===== config.mk =====
export PLATFORM = sky130hd
export DESIGN_NAME = wb_regfile
export DESIGN_NICKNAME = d
export VERILOG_FILES = /design/src/rtl/wb_regfile.sv
export SDC_FILE = /design/constraint.sdc
export NUM_CORES = 2
export LEC_CHECK = 0
export CAP_MARGIN = 20
export CORE_UTILIZATION = 40
export DETAILED_ROUTE_END_ITERATION = 6
export PLACE_DENSITY = 0.68
export SYNTH_ARGS = -nofsm -noshare
export SYNTH_HDL_FRONTEND = slang
export SYNTH_SLANG_ARGS = --single-unit

===== constraint.sdc =====
create_clock -name clk -period 6 [get_ports clk]
set_clock_uncertainty 0.1 [all_clocks]
set_input_delay 1.8 -clock clk [delete_from_list [all_inputs] [get_ports clk]]
set_output_delay 1.8 -clock clk [all_outputs]
set_load 0.005 [all_outputs]

===== src/rtl/wb_regfile.sv =====
// Write-back stage and 32x32 integer register file with write-through read bypass.
// Optional macro WB_PERF_CNT_EN adds a committed-write-back counter on wb_count.
module wb_regfile #(
  parameter int XLEN  = 32,
  parameter int NREGS = 32
) (
  input  logic            clk,
  input  logic            reset,
  input  logic [XLEN-1:0] Read_data_WB,
  input  logic [XLEN-1:0] Address_WB,
  input  logic [4:0]      Rd_WB,
  input  logic            MemtoReg_WB,
  input  logic            RegWrite_WB,
  input  logic [4:0]      Rs1,
  input  logic [4:0]      Rs2,
  output logic [XLEN-1:0] Read_data1,
  output logic [XLEN-1:0] Read_data2,
  output logic [XLEN-1:0] Write_data_WB,
  output logic            WB_valid,
  output logic [31:0]     wb_count
);

  logic [XLEN-1:0] regs_q [NREGS];
  logic            wr_en;

  assign Write_data_WB = MemtoReg_WB ? Read_data_WB : Address_WB;
  assign wr_en         = RegWrite_WB && (Rd_WB != 5'd0);
  assign WB_valid      = wr_en && !reset;

  always_ff @(posedge clk) begin
    if (reset) begin
      for (int i = 0; i < NREGS; i++) begin
        regs_q[i] <= '0;
      end
    end else if (wr_en) begin
      regs_q[Rd_WB] <= Write_data_WB;
    end
  end

  // Bypass lets ID see a write-back committing on this same edge.
  always_comb begin
    Read_data1 = regs_q[Rs1];
    if (reset || (Rs1 == 5'd0)) begin
      Read_data1 = '0;
    end else if (wr_en && (Rd_WB == Rs1)) begin
      Read_data1 = Write_data_WB;
    end
  end

  always_comb begin
    Read_data2 = regs_q[Rs2];
    if (reset || (Rs2 == 5'd0)) begin
      Read_data2 = '0;
    end else if (wr_en && (Rd_WB == Rs2)) begin
      Read_data2 = Write_data_WB;
    end
  end

`ifdef WB_PERF_CNT_EN
  logic [31:0] wb_count_q;
  logic [31:0] wb_count_d;

  always_comb begin
    wb_count_d = wb_count_q;
    if (WB_valid) begin
      wb_count_d = wb_count_q + 32'd1;
    end
  end

  always_ff @(posedge clk) begin
    if (reset) begin
      wb_count_q <= '0;
    end else begin
      wb_count_q <= wb_count_d;
    end
  end

  assign wb_count = wb_count_q;
`else
  assign wb_count = 32'h0;
`endif

endmodule

[After elaboration in Yosys (flattened, before gate mapping)]
Memories as Yosys holds them, arrays and structs flattened.
Cells that the tools add are included.
Storage, ports and cells
  bits in latches: 0
  input bits: 83
  memory bits (writable): 1024
  memories kept: 1
  output and inout port bits: 129
  register bits: 0
  memory bits (read-only): 0
Cells by class
  add/subtract/negate cells: 0
  multiply operators: 0
  shift-type cells: 0
  eq/ne operators: 2
  reduce and logical (&&, ||, !) cells: 11
  mux-type cells: 13
  divide/modulo/power cells: 0
  bitwise logic cells: 0
  order comparisons: 0
Memories
  regs_q: words 32, width 32, rd ports 2, clocked after memory_dff 0, write ports 32, RTL line 23  | logic [XLEN-1:0] regs_q [NREGS];
Operators by type and width (count)
  $mux W32: 6
  $reduce_or A32 Y1: 1
  $eq A5 B5 Y1: 2
  $logic_not A5 Y1: 2
  $mux W1: 6
  $mux W5: 1
  $reduce_bool A5 Y1: 1
  $logic_and A1 B1 Y1: 4
  $logic_or A1 B1 Y1: 2
  $logic_not A1 Y1: 1

[Longest topological paths before layout]
  depth in word-level cells: 7
  gate-level depth with buffers: 9
  gate-level depth less buffers: 5

[Worst setup path after synthesis]
Ideal clock, no wire load.
  path type: input to output
  start: input port Rs2[1]
  end: output port Read_data2[21]
  stages on the path: 8
  arrival: 3332 ps
  path slack: 768 ps
  cell sequence: buf_2 buf_6 buf_2 buf_2 mux4_2 a22oi_1 a21oi_1 a221o_1
Between the ends
  word-level cells in the longest chain between the ends: 4
  elaborated cells on any way between the ends: 7
  those cells by class: eq/ne: 1; mux: 2; reduce/logical: 3; memory: 1
Ends and longest elaborated chain
  start: declaration: RTL line 15  | input logic [4:0] Rs2,
  parallel branches: the longest is 3 deep, another holds $mem_v2 Z32 W32
  $mux W32 (*): RTL line 52  | if (reset || (Rs2 == 5'd0)) begin
  end: declaration: RTL line 17  | output logic [XLEN-1:0] Read_data2,
Mark *: on every way between the ends.

[Worst setup path in the final report]
  start: input port Rs1[3]
  end: output port Read_data1[11]
Between the ends
  word-level cells in the longest chain between the ends: 4
  elaborated cells on any way between the ends: 7
  those cells by class: eq/ne: 1; mux: 2; reduce/logical: 3; memory: 1
Ends and longest elaborated chain
  start: declaration: RTL line 14  | input logic [4:0] Rs1,
  parallel branches: the longest is 3 deep, another holds $mem_v2 Z32 W32
  $mux W32 (*): RTL line 43  | if (reset || (Rs1 == 5'd0)) begin
  end: declaration: RTL line 16  | output logic [XLEN-1:0] Read_data1,
Marks and branches as above.

==> flow_summary_export.csv <==
group,metric,value,unit
die,num_rows,133,
global_route,antenna_found_initial,4,
setup_path,criticalPathCategory,"primary input to output port",
placed_design,numPortBuffers,179,
clock_network,cts_sinks,1024,
pwr,leakagePower,0.0248,uW
global_route,grt_usage,0.282,
final_layout,largestRegisters,"regs_q: 1024 flops",
synth,synth_edf_count,1024,
synth,async_reset_ff_frac,0,
synth,yosysTopAreaCell,"edfxtp_1",
setup_path,required,4100,ps
pwr,power_density,271,nW/um^2
synth,synthesis.area,53600,sq um
sta,maxSlewHeadroom,0.171,
setup_path,crit_path_end,"Read_data1[11]",
sta,final_max_slew_viol_count,0,
global_route,grt_start_max_net_pins,41,
sta,finalSetupViolCount,7,
setup_path,critPathCaptureType,"output port",
worst_hold_path,min_path_type,"primary input to flip-flop",
synth,yosysSeqAreaShare,0.574,
clock_network,cts-buffers-inserted,103,
final_layout,layout_common_cells,"edfxtp_1 (1,024), nor2_1 (1,009), buf_4 (467), mux4_2 (385), mux2i_1 (283)",
global_route,grt_overflow,0,
synth,ys_types,52,
sta,tightest_slew,1240,ps
synth,ys.flop_type,"edfxtp_1",
placed_design,gp_congestion,0.971,
detailed_routing,via_count,39800,
synth,syn_area_per_cell,13.7,sq um
setup_path,startpoint,"Rs1[3]",
clock_network,htreeDepth,3,
detailed_routing,first_iter_violations,6652,
placed_design,dp_worst_setup_slack,-342,ps
final_layout,largest_reg_flops,1024,
detailed_routing,drtAntennaViolNets,0,
clock_network,root_buffer,"clkbuf_16",
detailed_routing,wirelength,198000,microns
synth,syn_inst,3896,
setup_path,worstPathMaxFanout,8,
sta,rsz0062_at_grt,"true",
setup_path,cp-start-kind,"primary input",
die,die_h,368,microns
sta,whs,1750,ps
clock_network,holdBufCountCts,0,
sta,finalHoldViolations,0,
pwr,ir_drop,0.237,mV
outcome,status,"complete, but fails checks",
global_route,grt_pass1_wl,276000,microns
synth,ys_ff_latch,1024,
outcome,violations,"negative setup slack",
die,io_pins,212,
die,die_x,368,microns
synth,yosys_warnings,0,
synth,synth_area_leaders,"edfxtp_1 (57%), mux4_2 (16%), nor2_1 (7.1%)",
clock_network,clkTransAtPathRegs,60,ps
final_layout,regMostFlops,"regs_q",
final_layout,final_util,0.504,
die,start_util,0.405,
setup_path,cp.arrival,4260,ps
detailed_routing,drc_errors,0,
detailed_routing,drtPass1Iterations,7,
detailed_routing,detail_route.wl_per_cell,31.7,microns
detailed_routing,vias_per_cell,6.39,
clock_network,clockBufferDepth,3,
synth,synth_top_area_share,0.574,
sta,finalCriticalPeriod,6160,ps
final_layout,drive_gt1_frac,0.314,
sta,max_freq,162,MHz
die,core_area,132000,sq um
placed_design,place.detailed.hpwl,132000,microns
final_layout,final_common_cell,"edfxtp_1",
sta,min_period_over_period,1.03,
clock_network,cts_tree,"built",
die,die-area,135000,sq um
global_route,grt_pass1_vias,38200,
final_layout,fillers,11000,
final_layout,layout.nets,4481,
final_layout,area_delta_synth_final,24.3,%
sta,setup_ws,-161,ps
job,drv_cap,0,
## what timing repair did
| item | in CTS | in global routing |
|---|---|---|
| buffers inserted | 20 | 32 |
| setup endpoints to repair | 64 | 42 |
| cloned | 6 | 6 |
| resized for setup | 183 | 99 |
| pin swaps | 17 | 16 |
## critical path, stage by stage
cell	delay [ps]
buf_2	180
or3b_4	530
buf_12	200
o22ai_2	220
a211o_1	140
nor2_2	50
buf_4	150
o32ai_2	240
buf_4	190
clkdlybuf4s50_1	520
## per-stage QoR
step	cells	area (sq um)	TNS, ps	power [uW]
after CTS	6201	65800	-651	17900
after floorplan	3959	53800	0	9970
after detailed placement	5986	61200	-11910	11400
after global placement	5986	61200	-12060	11400
final	6238	66600	-544	18000
after global routing	6237	66600	-614	18400
## Yosys cell counts, drive strengths merged (33+ instances only)
library cell  instances
o21ai                33
mux4                385
inv                  35
clkbuf              270
edfxtp             1024
a221oi               84
nor2               1018
buf                 180
a211o                33
mux2i               319
nand2               160
a21oi                47
## power breakdown
part           total [uW]  internal [uW]  switching [uW]
Combinational        3060           1350            1710
Clock                6490           3680            2810
Sequential           8480           8270             212
Total               18000          13300            4730
## worst min path at each step
stage	from	end	slack [ps]	cells after the start
2_1_floorplan	Address_WB[31]	regs_q[1][31]	2020	2
3_3_place_gp	reset	regs_q[0][7]	2440	2
4_1_cts	reset	regs_q[0][7]	1740	2
3_5_place_dp	reset	regs_q[0][7]	2460	2
5_1_grt	reset	regs_q[0][7]	1760	2
6_report	reset	regs_q[0][7]	1750	2
## final cells by class
class | count | area (sq um) | share of cell area
Tap cell | 1755 | 2200 | 0.0330
Multi-Input combinational cell | 2448 | 22100 | 0.331
Inverter | 37 | 139 | 0.00209
Clock inverter | 58 | 538 | 0.00808
Sequential cell | 1024 | 30700 | 0.462
Timing Repair Buffer | 784 | 8150 | 0.122
Antenna cell | 1 | 2.50 | 0.0000376
Clock buffer | 131 | 2770 | 0.0416
## per-layer routing
metal,wire (microns),track usage,share of wire
met5,29,0,0.00015
met4,8960,0.111,0.045
met3,29300,0.0818,0.15
met2,89200,0.434,0.45
met1,70100,0.376,0.35
## kinds of logic (layout without fill, tap and decap cells)
kind of cell	Yosys count	in the layout	synth area share
simple gates	1204	1204	0.0864
xor+xnor	10	10	0.00163
other cells	1	65	0.0000700
compound gates	434	434	0.0628
buf+inv	487	1010	0.0468
mux	736	736	0.228
flops	1024	1024	0.574
(Power assumes the default switching activity.)
